$ cat config.mk
export PLATFORM = sky130hd
export DESIGN_NAME = uart_cmd_decoder_flat
export DESIGN_NICKNAME = d
export VERILOG_FILES = /design/src/rtl/uart_cmd_decoder_if.sv /design/src/rtl/uart_cmd_decoder.sv /design/src/flat_wrapper.sv
export SDC_FILE = /design/constraint.sdc
export NUM_CORES = 1
export LEC_CHECK = 0
export ABC_AREA = 1
export CORE_MARGIN = 2
export CORE_UTILIZATION = 35
export DETAILED_ROUTE_END_ITERATION = 6
export PLACE_DENSITY = 0.54
export SLEW_MARGIN = 20
export SYNTH_ARGS = -nofsm -noshare
export SYNTH_HDL_FRONTEND = slang
export SYNTH_SLANG_ARGS = --single-unit
$ cat constraint.sdc
create_clock -name clk -period 2.5 [get_ports clk]
set_clock_uncertainty 0.1 [all_clocks]
set_input_delay 0.25 -clock clk [delete_from_list [all_inputs] [get_ports clk]]
set_output_delay 0.25 -clock clk [all_outputs]
set_load 0.02 [all_outputs]
$ cat src/rtl/uart_cmd_decoder_if.sv
// Byte-in / command-pulse-out bundle between the UART FIFO wrapper and the command decoder.
interface uart_cmd_decoder_if;
  logic [7:0] rx_data;
  logic       rx_valid;
  logic       o_run;
  logic       o_clear;
  logic       o_mode;
  logic       o_set_valid;
  logic [4:0] o_set_hour;
  logic [5:0] o_set_min;
  logic [5:0] o_set_sec;
  logic       o_err;
  logic       o_busy;

  modport master (
    output rx_data, rx_valid,
    input  o_run, o_clear, o_mode, o_set_valid, o_set_hour, o_set_min, o_set_sec, o_err, o_busy
  );

  modport slave (
    input  rx_data, rx_valid,
    output o_run, o_clear, o_mode, o_set_valid, o_set_hour, o_set_min, o_set_sec, o_err, o_busy
  );
endinterface

$ cat src/rtl/uart_cmd_decoder.sv
// ASCII command decoder: R/C/M pulses and "S"+HHMMSS+CR/LF time-set with idle timeout.
// Define CMD_CASE_INSENSITIVE_EN to also accept r/c/m/s in IDLE.
module uart_cmd_decoder #(
  parameter int unsigned TIMEOUT_S = 3
) (
  input  logic               clk,
  input  logic               rst,
  input  logic               tick_1s,
  uart_cmd_decoder_if.slave  bus
);

  typedef enum logic [1:0] { IDLE, DIGITS, EOL } state_t;

  typedef struct packed {
    logic run;
    logic clear;
    logic mode;
    logic set_valid;
    logic err;
  } pulse_t;

  localparam logic [7:0] CH_R  = 8'h52;
  localparam logic [7:0] CH_C  = 8'h43;
  localparam logic [7:0] CH_M  = 8'h4D;
  localparam logic [7:0] CH_S  = 8'h53;
  localparam logic [7:0] CH_SP = 8'h20;
  localparam logic [7:0] CH_CR = 8'h0D;
  localparam logic [7:0] CH_LF = 8'h0A;
  localparam logic [4:0] TMO   = 5'(TIMEOUT_S);

  state_t          state_q, state_d;
  logic [2:0]      idx_q, idx_d;
  logic [5:0][3:0] dig_q, dig_d;
  logic [3:0]      tmo_q, tmo_d;
  pulse_t          pls_q, pls_d;
  logic [4:0]      hour_q, hour_d;
  logic [5:0]      min_q, min_d;
  logic [5:0]      sec_q, sec_d;
  logic            busy_q, busy_d;

  logic [7:0] cmd;
  logic       is_dig;
  logic       is_eol;
  logic [6:0] hh, mm, ss;

  always_comb begin
`ifdef CMD_CASE_INSENSITIVE_EN
    cmd = (bus.rx_data inside {8'h72, 8'h63, 8'h6D, 8'h73}) ? (bus.rx_data & 8'hDF) : bus.rx_data;
`else
    cmd = bus.rx_data;
`endif
  end

  assign is_dig = (bus.rx_data >= 8'h30) && (bus.rx_data <= 8'h39);
  assign is_eol = (bus.rx_data == CH_CR) || (bus.rx_data == CH_LF);

  // 7-bit intermediates so out-of-range fields are caught before truncation
  assign hh = 7'(dig_q[0]) * 7'd10 + 7'(dig_q[1]);
  assign mm = 7'(dig_q[2]) * 7'd10 + 7'(dig_q[3]);
  assign ss = 7'(dig_q[4]) * 7'd10 + 7'(dig_q[5]);

  always_comb begin
    state_d = state_q;
    idx_d   = idx_q;
    dig_d   = dig_q;
    tmo_d   = tmo_q;
    pls_d   = '0;
    hour_d  = hour_q;
    min_d   = min_q;
    sec_d   = sec_q;

    case (state_q)
      IDLE: begin
        tmo_d = '0;
        if (bus.rx_valid) begin
          case (cmd)
            CH_R: pls_d.run   = 1'b1;
            CH_C: pls_d.clear = 1'b1;
            CH_M: pls_d.mode  = 1'b1;
            CH_S: begin
              idx_d   = '0;
              state_d = DIGITS;
            end
            CH_SP, CH_CR, CH_LF: ;
            default: pls_d.err = 1'b1;
          endcase
        end
      end
      DIGITS, EOL: begin
        if (bus.rx_valid) begin
          // any byte consumed here restarts the idle timer, even one coinciding with a tick
          tmo_d = '0;
          if (state_q == DIGITS) begin
            if (is_dig) begin
              dig_d[idx_q] = bus.rx_data[3:0];
              idx_d        = idx_q + 3'd1;
              if (idx_q == 3'd5) state_d = EOL;
            end else begin
              pls_d.err = 1'b1;
              state_d   = IDLE;
            end
          end else begin
            state_d = IDLE;
            if (is_eol && hh <= 7'd23 && mm <= 7'd59 && ss <= 7'd59) begin
              pls_d.set_valid = 1'b1;
              hour_d          = hh[4:0];
              min_d           = mm[5:0];
              sec_d           = ss[5:0];
            end else begin
              pls_d.err = 1'b1;
            end
          end
        end else if (tick_1s) begin
          if ({1'b0, tmo_q} + 5'd1 == TMO) begin
            pls_d.err = 1'b1;
            state_d   = IDLE;
            tmo_d     = '0;
            idx_d     = '0;
            dig_d     = '0;
          end else begin
            tmo_d = tmo_q + 4'd1;
          end
        end
      end
      default: state_d = IDLE;
    endcase

    busy_d = (state_d != IDLE);
  end

  always_ff @(posedge clk) begin
    if (rst) begin
      state_q <= IDLE;
      idx_q   <= '0;
      dig_q   <= '0;
      tmo_q   <= '0;
      pls_q   <= '0;
      hour_q  <= '0;
      min_q   <= '0;
      sec_q   <= '0;
      busy_q  <= 1'b0;
    end else begin
      state_q <= state_d;
      idx_q   <= idx_d;
      dig_q   <= dig_d;
      tmo_q   <= tmo_d;
      pls_q   <= pls_d;
      hour_q  <= hour_d;
      min_q   <= min_d;
      sec_q   <= sec_d;
      busy_q  <= busy_d;
    end
  end

  assign bus.o_run       = pls_q.run;
  assign bus.o_clear     = pls_q.clear;
  assign bus.o_mode      = pls_q.mode;
  assign bus.o_set_valid = pls_q.set_valid;
  assign bus.o_err       = pls_q.err;
  assign bus.o_set_hour  = hour_q;
  assign bus.o_set_min   = min_q;
  assign bus.o_set_sec   = sec_q;
  assign bus.o_busy      = busy_q;

endmodule

$ cat src/flat_wrapper.sv
// flat-port wrapper written by rule: the top's interface ports become plain ports
module uart_cmd_decoder_flat 
#(
  parameter int unsigned TIMEOUT_S = 3
)
  (clk, rst, tick_1s, bus_rx_data, bus_rx_valid, bus_o_run, bus_o_clear, bus_o_mode, bus_o_set_valid, bus_o_set_hour, bus_o_set_min, bus_o_set_sec, bus_o_err, bus_o_busy);
  uart_cmd_decoder_if bus_i ();
  input  logic clk;
  input  logic rst;
  input  logic tick_1s;
  input wire logic [$bits(bus_i.rx_data)-1:0] bus_rx_data;
  input wire logic [$bits(bus_i.rx_valid)-1:0] bus_rx_valid;
  output wire logic [$bits(bus_i.o_run)-1:0] bus_o_run;
  output wire logic [$bits(bus_i.o_clear)-1:0] bus_o_clear;
  output wire logic [$bits(bus_i.o_mode)-1:0] bus_o_mode;
  output wire logic [$bits(bus_i.o_set_valid)-1:0] bus_o_set_valid;
  output wire logic [$bits(bus_i.o_set_hour)-1:0] bus_o_set_hour;
  output wire logic [$bits(bus_i.o_set_min)-1:0] bus_o_set_min;
  output wire logic [$bits(bus_i.o_set_sec)-1:0] bus_o_set_sec;
  output wire logic [$bits(bus_i.o_err)-1:0] bus_o_err;
  output wire logic [$bits(bus_i.o_busy)-1:0] bus_o_busy;
  assign bus_i.rx_data = bus_rx_data;
  assign bus_i.rx_valid = bus_rx_valid;
  assign bus_o_run = bus_i.o_run;
  assign bus_o_clear = bus_i.o_clear;
  assign bus_o_mode = bus_i.o_mode;
  assign bus_o_set_valid = bus_i.o_set_valid;
  assign bus_o_set_hour = bus_i.o_set_hour;
  assign bus_o_set_min = bus_i.o_set_min;
  assign bus_o_set_sec = bus_i.o_set_sec;
  assign bus_o_err = bus_i.o_err;
  assign bus_o_busy = bus_i.o_busy;
  uart_cmd_decoder #(.TIMEOUT_S(TIMEOUT_S)) u_core (.clk(clk), .rst(rst), .tick_1s(tick_1s), .bus(bus_i));
endmodule
==> impl_results.md <==
* Multi-input logic area at 0.00216 mm²
* Synthesized flop and latch total at 56
* Mapped Area at 0.00341 mm²
* Antenna-violating nets left at 0
* Slew Viols, Final at 0
* Crit Path Category: reg -> reg
* Die span in x at a little over 100 µm
* Fin crit period at ~2600 ps
* Clk sinks at 56
* Initial drt markers at 126
* Unique cell type count in the Yosys netlist at 39
* Cells after Synth at just under 500
* Worst EP required at ~2700 ps
* Final setup viols at 18
* Pwr Density at roughly 370 mW/mm²
* Crit Path Max Fanout at 6
* Post-Layout Cell Count at a little under 700
* Die area at ~0.011 mm²
* MaxCap Viol Count at 0
* Total CTS buffers at 5
* CTS max path bufs at 2
* Initial antenna violation count at 0
* Share of the synthesized area in the top cell type at about a third
* PortBufs at 34
* GRT Util Overall at roughly 17%
* Post-route DRC at 0
* CTS tree: done
* Vias in the first global route at 3,081
* Via count at ~3,200
* Top FF cell, synth: dfxtp_1
* Synth area leaders: dfxtp_1, nand2_1, ha_1
* Largest net degree at the start of global routing at 32
* Chip height at just over 100 µm
* Syn Nets at 530
* Hpwl dp at ~6300 µm
* Syn_area_per_cell at ~7 µm²
* Dpl cell area at approximately 0.004 mm²
* Root Buffer: clkbuf_8
* H-tree levels at 2
* WL final at between 8000 and 9000 µm
* NumNets Final at 586
* Hold Slack at about 370 ps
* Maximum clock frequency at 0.379 GHz
* Worst-skew pair later-pin latency at a little over 300 ps
* Most instantiated cells after synthesis: nand2_1, dfxtp_1, inv_1, nor2_1, a21oi_1
* Top Ports at 35
* Hold Path Class: reg -> reg
* Count leader, synth: nand2_1
* Drt pass-1 iters at 5
* Share of layout cells above drive strength 1 at between 15 and 20%
* Post-synth EDFFs at 0
* Core Footprint at 0.00959 mm²
* Gr ovfl total at 0
* Register Area at 0.00113 mm²
* Yosys top cell by area: dfxtp_1
* Failing checks: negative setup slack
* Avg WL per Cell at around 13 µm
* Status: finished, violations left
* Critical Path AT at approximately 2800 ps
* Final GP Congestion at between 0.8 and 0.9
* Final WS setup at -141 ps
* Area Growth Syn to Fin at 27.9%
* Slew HR at around 54%
* Final instance area at 0.00436 mm²
* # placed instances at between 600 and 700
* Fin. Hold Viols at 0
* CTS clk-pin slew, worst paths at around 110 ps
* Startpoint Class: register
* First-pass GRT wire length at 14,400 µm
* Least-Margin Pin Slew at a little under 700 ps
* Initial Utilization at between 30% and 40%
* Ys Warns at 0
* Cts hold-fix bufs at 0
* FFs w/ async S/R, synth at 0%
* Fillcell total at approximately 1,000
* Maximum VDD drop at around 0.00035 V
* RSZ-0062 raised after global routing: true
* Core Rows at 36
* Final worst-path cycle share at 106%
* Worst Setup End Kind: register
* Total power at around 0.0016 W
* Vias/cell at about 4.7
* Seq/Total Area, Yosys at 32.9%
* # diodes at 0
* LEAKAGE at around 1.9 nW
==> cells by family (layout without fill, tap and decap cells) <==
logic type / after synthesis / in the layout / synth area share, %
buf+inv: 73 / 128 / 8.52
compound gates: 68 / 68 / 10.5
flops: 56 / 56 / 32.9
fa+ha+maj: 31 / 31 / 12.7
simple gates: 253 / 255 / 33.9
xor+xnor: 6 / 6 / 1.54
==> final cells by class <==
| cell class | count | share of cell area [%] |
|---|---|---|
| tap | 133 | 3.82 |
| multi-input combinational | 360 | 49.7 |
| inverter | 63 | 5.43 |
| timing repair buffer | 57 | 12.4 |
| clock inverter | 3 | 1.06 |
| sequential | 56 | 26.0 |
| clock buffer | 5 | 1.58 |
==> where the power goes <==
group / switching (W) / internal [W]
clock network: 0.000319 / 0.000303
registers: 0.000000591 / 0.000891
logic: 0.0000465 / 0.0000318
==> per-stage QoR <==
stage          utilization, %  setup WS (ps)  setup TNS (ps)
2_1_floorplan               -          0.827               0
3_3_place_gp             41.7          -95.7           -1460
3_5_place_dp             41.7           -179           -2870
4_1_cts                  44.8           -125           -1680
5_1_grt                  45.4           -293           -4530
6_report                 45.4           -141           -1510
==> critical path, stage by stage (launching register included) <==
cell and delay [ps]:
dfxtp_2 360, ha_4 260, ha_4 120, inv_2 30, fa_1 530, buf_4 130, nand3_1 100, nand3_2 120
nor2_2 50, nor2_4 100, nand3_4 150, buf_12 170, nor2_8 140, o21ai_1 80, nor2_1 130
==> flip-flops by register name, indices dropped and copies added (netlist names), 2 cells and up <==
register,count
u_core.bus.o_set_hour,5
u_core.bus.o_set_min,6
u_core.bus.o_set_sec,6
u_core.dig_q,24
u_core.idx_q,3
u_core.state_q,2
u_core.tmo_q,4
==> placed cells by master (no fill, tap or decap), types with 3 or more instances in the layout <==
| cell | synthesis | routed |
|---|---|---|
| ha_1 | 25 | 19 |
| o21ai_0 | 7 | 7 |
| nor2_4 | 1 | 4 |
| ha_4 | 0 | 6 |
| dfxtp_1 | 56 | 48 |
| or2_2 | 7 | 7 |
| nor3b_1 | 5 | 3 |
| nand4_1 | 10 | 10 |
| nor2_1 | 49 | 45 |
| inv_2 | 7 | 11 |
| inv_1 | 56 | 52 |
| nand2_1 | 128 | 126 |
| fa_1 | 6 | 6 |
| nand3_1 | 26 | 21 |
| dfxtp_2 | 0 | 7 |
| clkdlybuf4s50_1 | 0 | 34 |
| clkbuf_8 | 0 | 5 |
| nor3_1 | 11 | 11 |
| buf_4 | 1 | 20 |
| xor2_1 | 3 | 3 |
| o21ai_1 | 18 | 16 |
| nand3_2 | 1 | 6 |
| nor2_2 | 5 | 8 |
| a21oi_1 | 37 | 37 |
==> repair_timing <==
action	4_1_cts	5_1_grt
resized for setup	28	11
gates cloned	2	0
pin swaps	42	28
setup endpoints to repair	18	19
setup buffers	3	2
==> final timing paths <==
path                            startpoint                                   end  slack (ps)  cells past startpoint
min           u_core.tmo_q[3]$_SDFFE_PP0P_          u_core.tmo_q[3]$_SDFFE_PP0P_         370                      2
min reg2reg   u_core.tmo_q[3]$_SDFFE_PP0P_          u_core.tmo_q[3]$_SDFFE_PP0P_         370                      2
max          u_core.dig_q[11]$_SDFFE_PP0P_  u_core.bus.o_set_sec[1]$_SDFFE_PP0P_        -140                     14
max reg2reg  u_core.dig_q[11]$_SDFFE_PP0P_  u_core.bus.o_set_sec[1]$_SDFFE_PP0P_        -140                     14
==> metal layers <==
metal | track usage (%) | part of all wire, % | up-vias
li1 | - | - | 1679
met1 | 23.2 | 49 | 1449
met2 | 29.6 | 47 | 65
met3 | 2.24 | 2.7 | 9
met4 | 4.21 | 1.2 | 0
met5 | 0 | 0 | -
No activity file was read; power rests on OpenSTA's default activity.
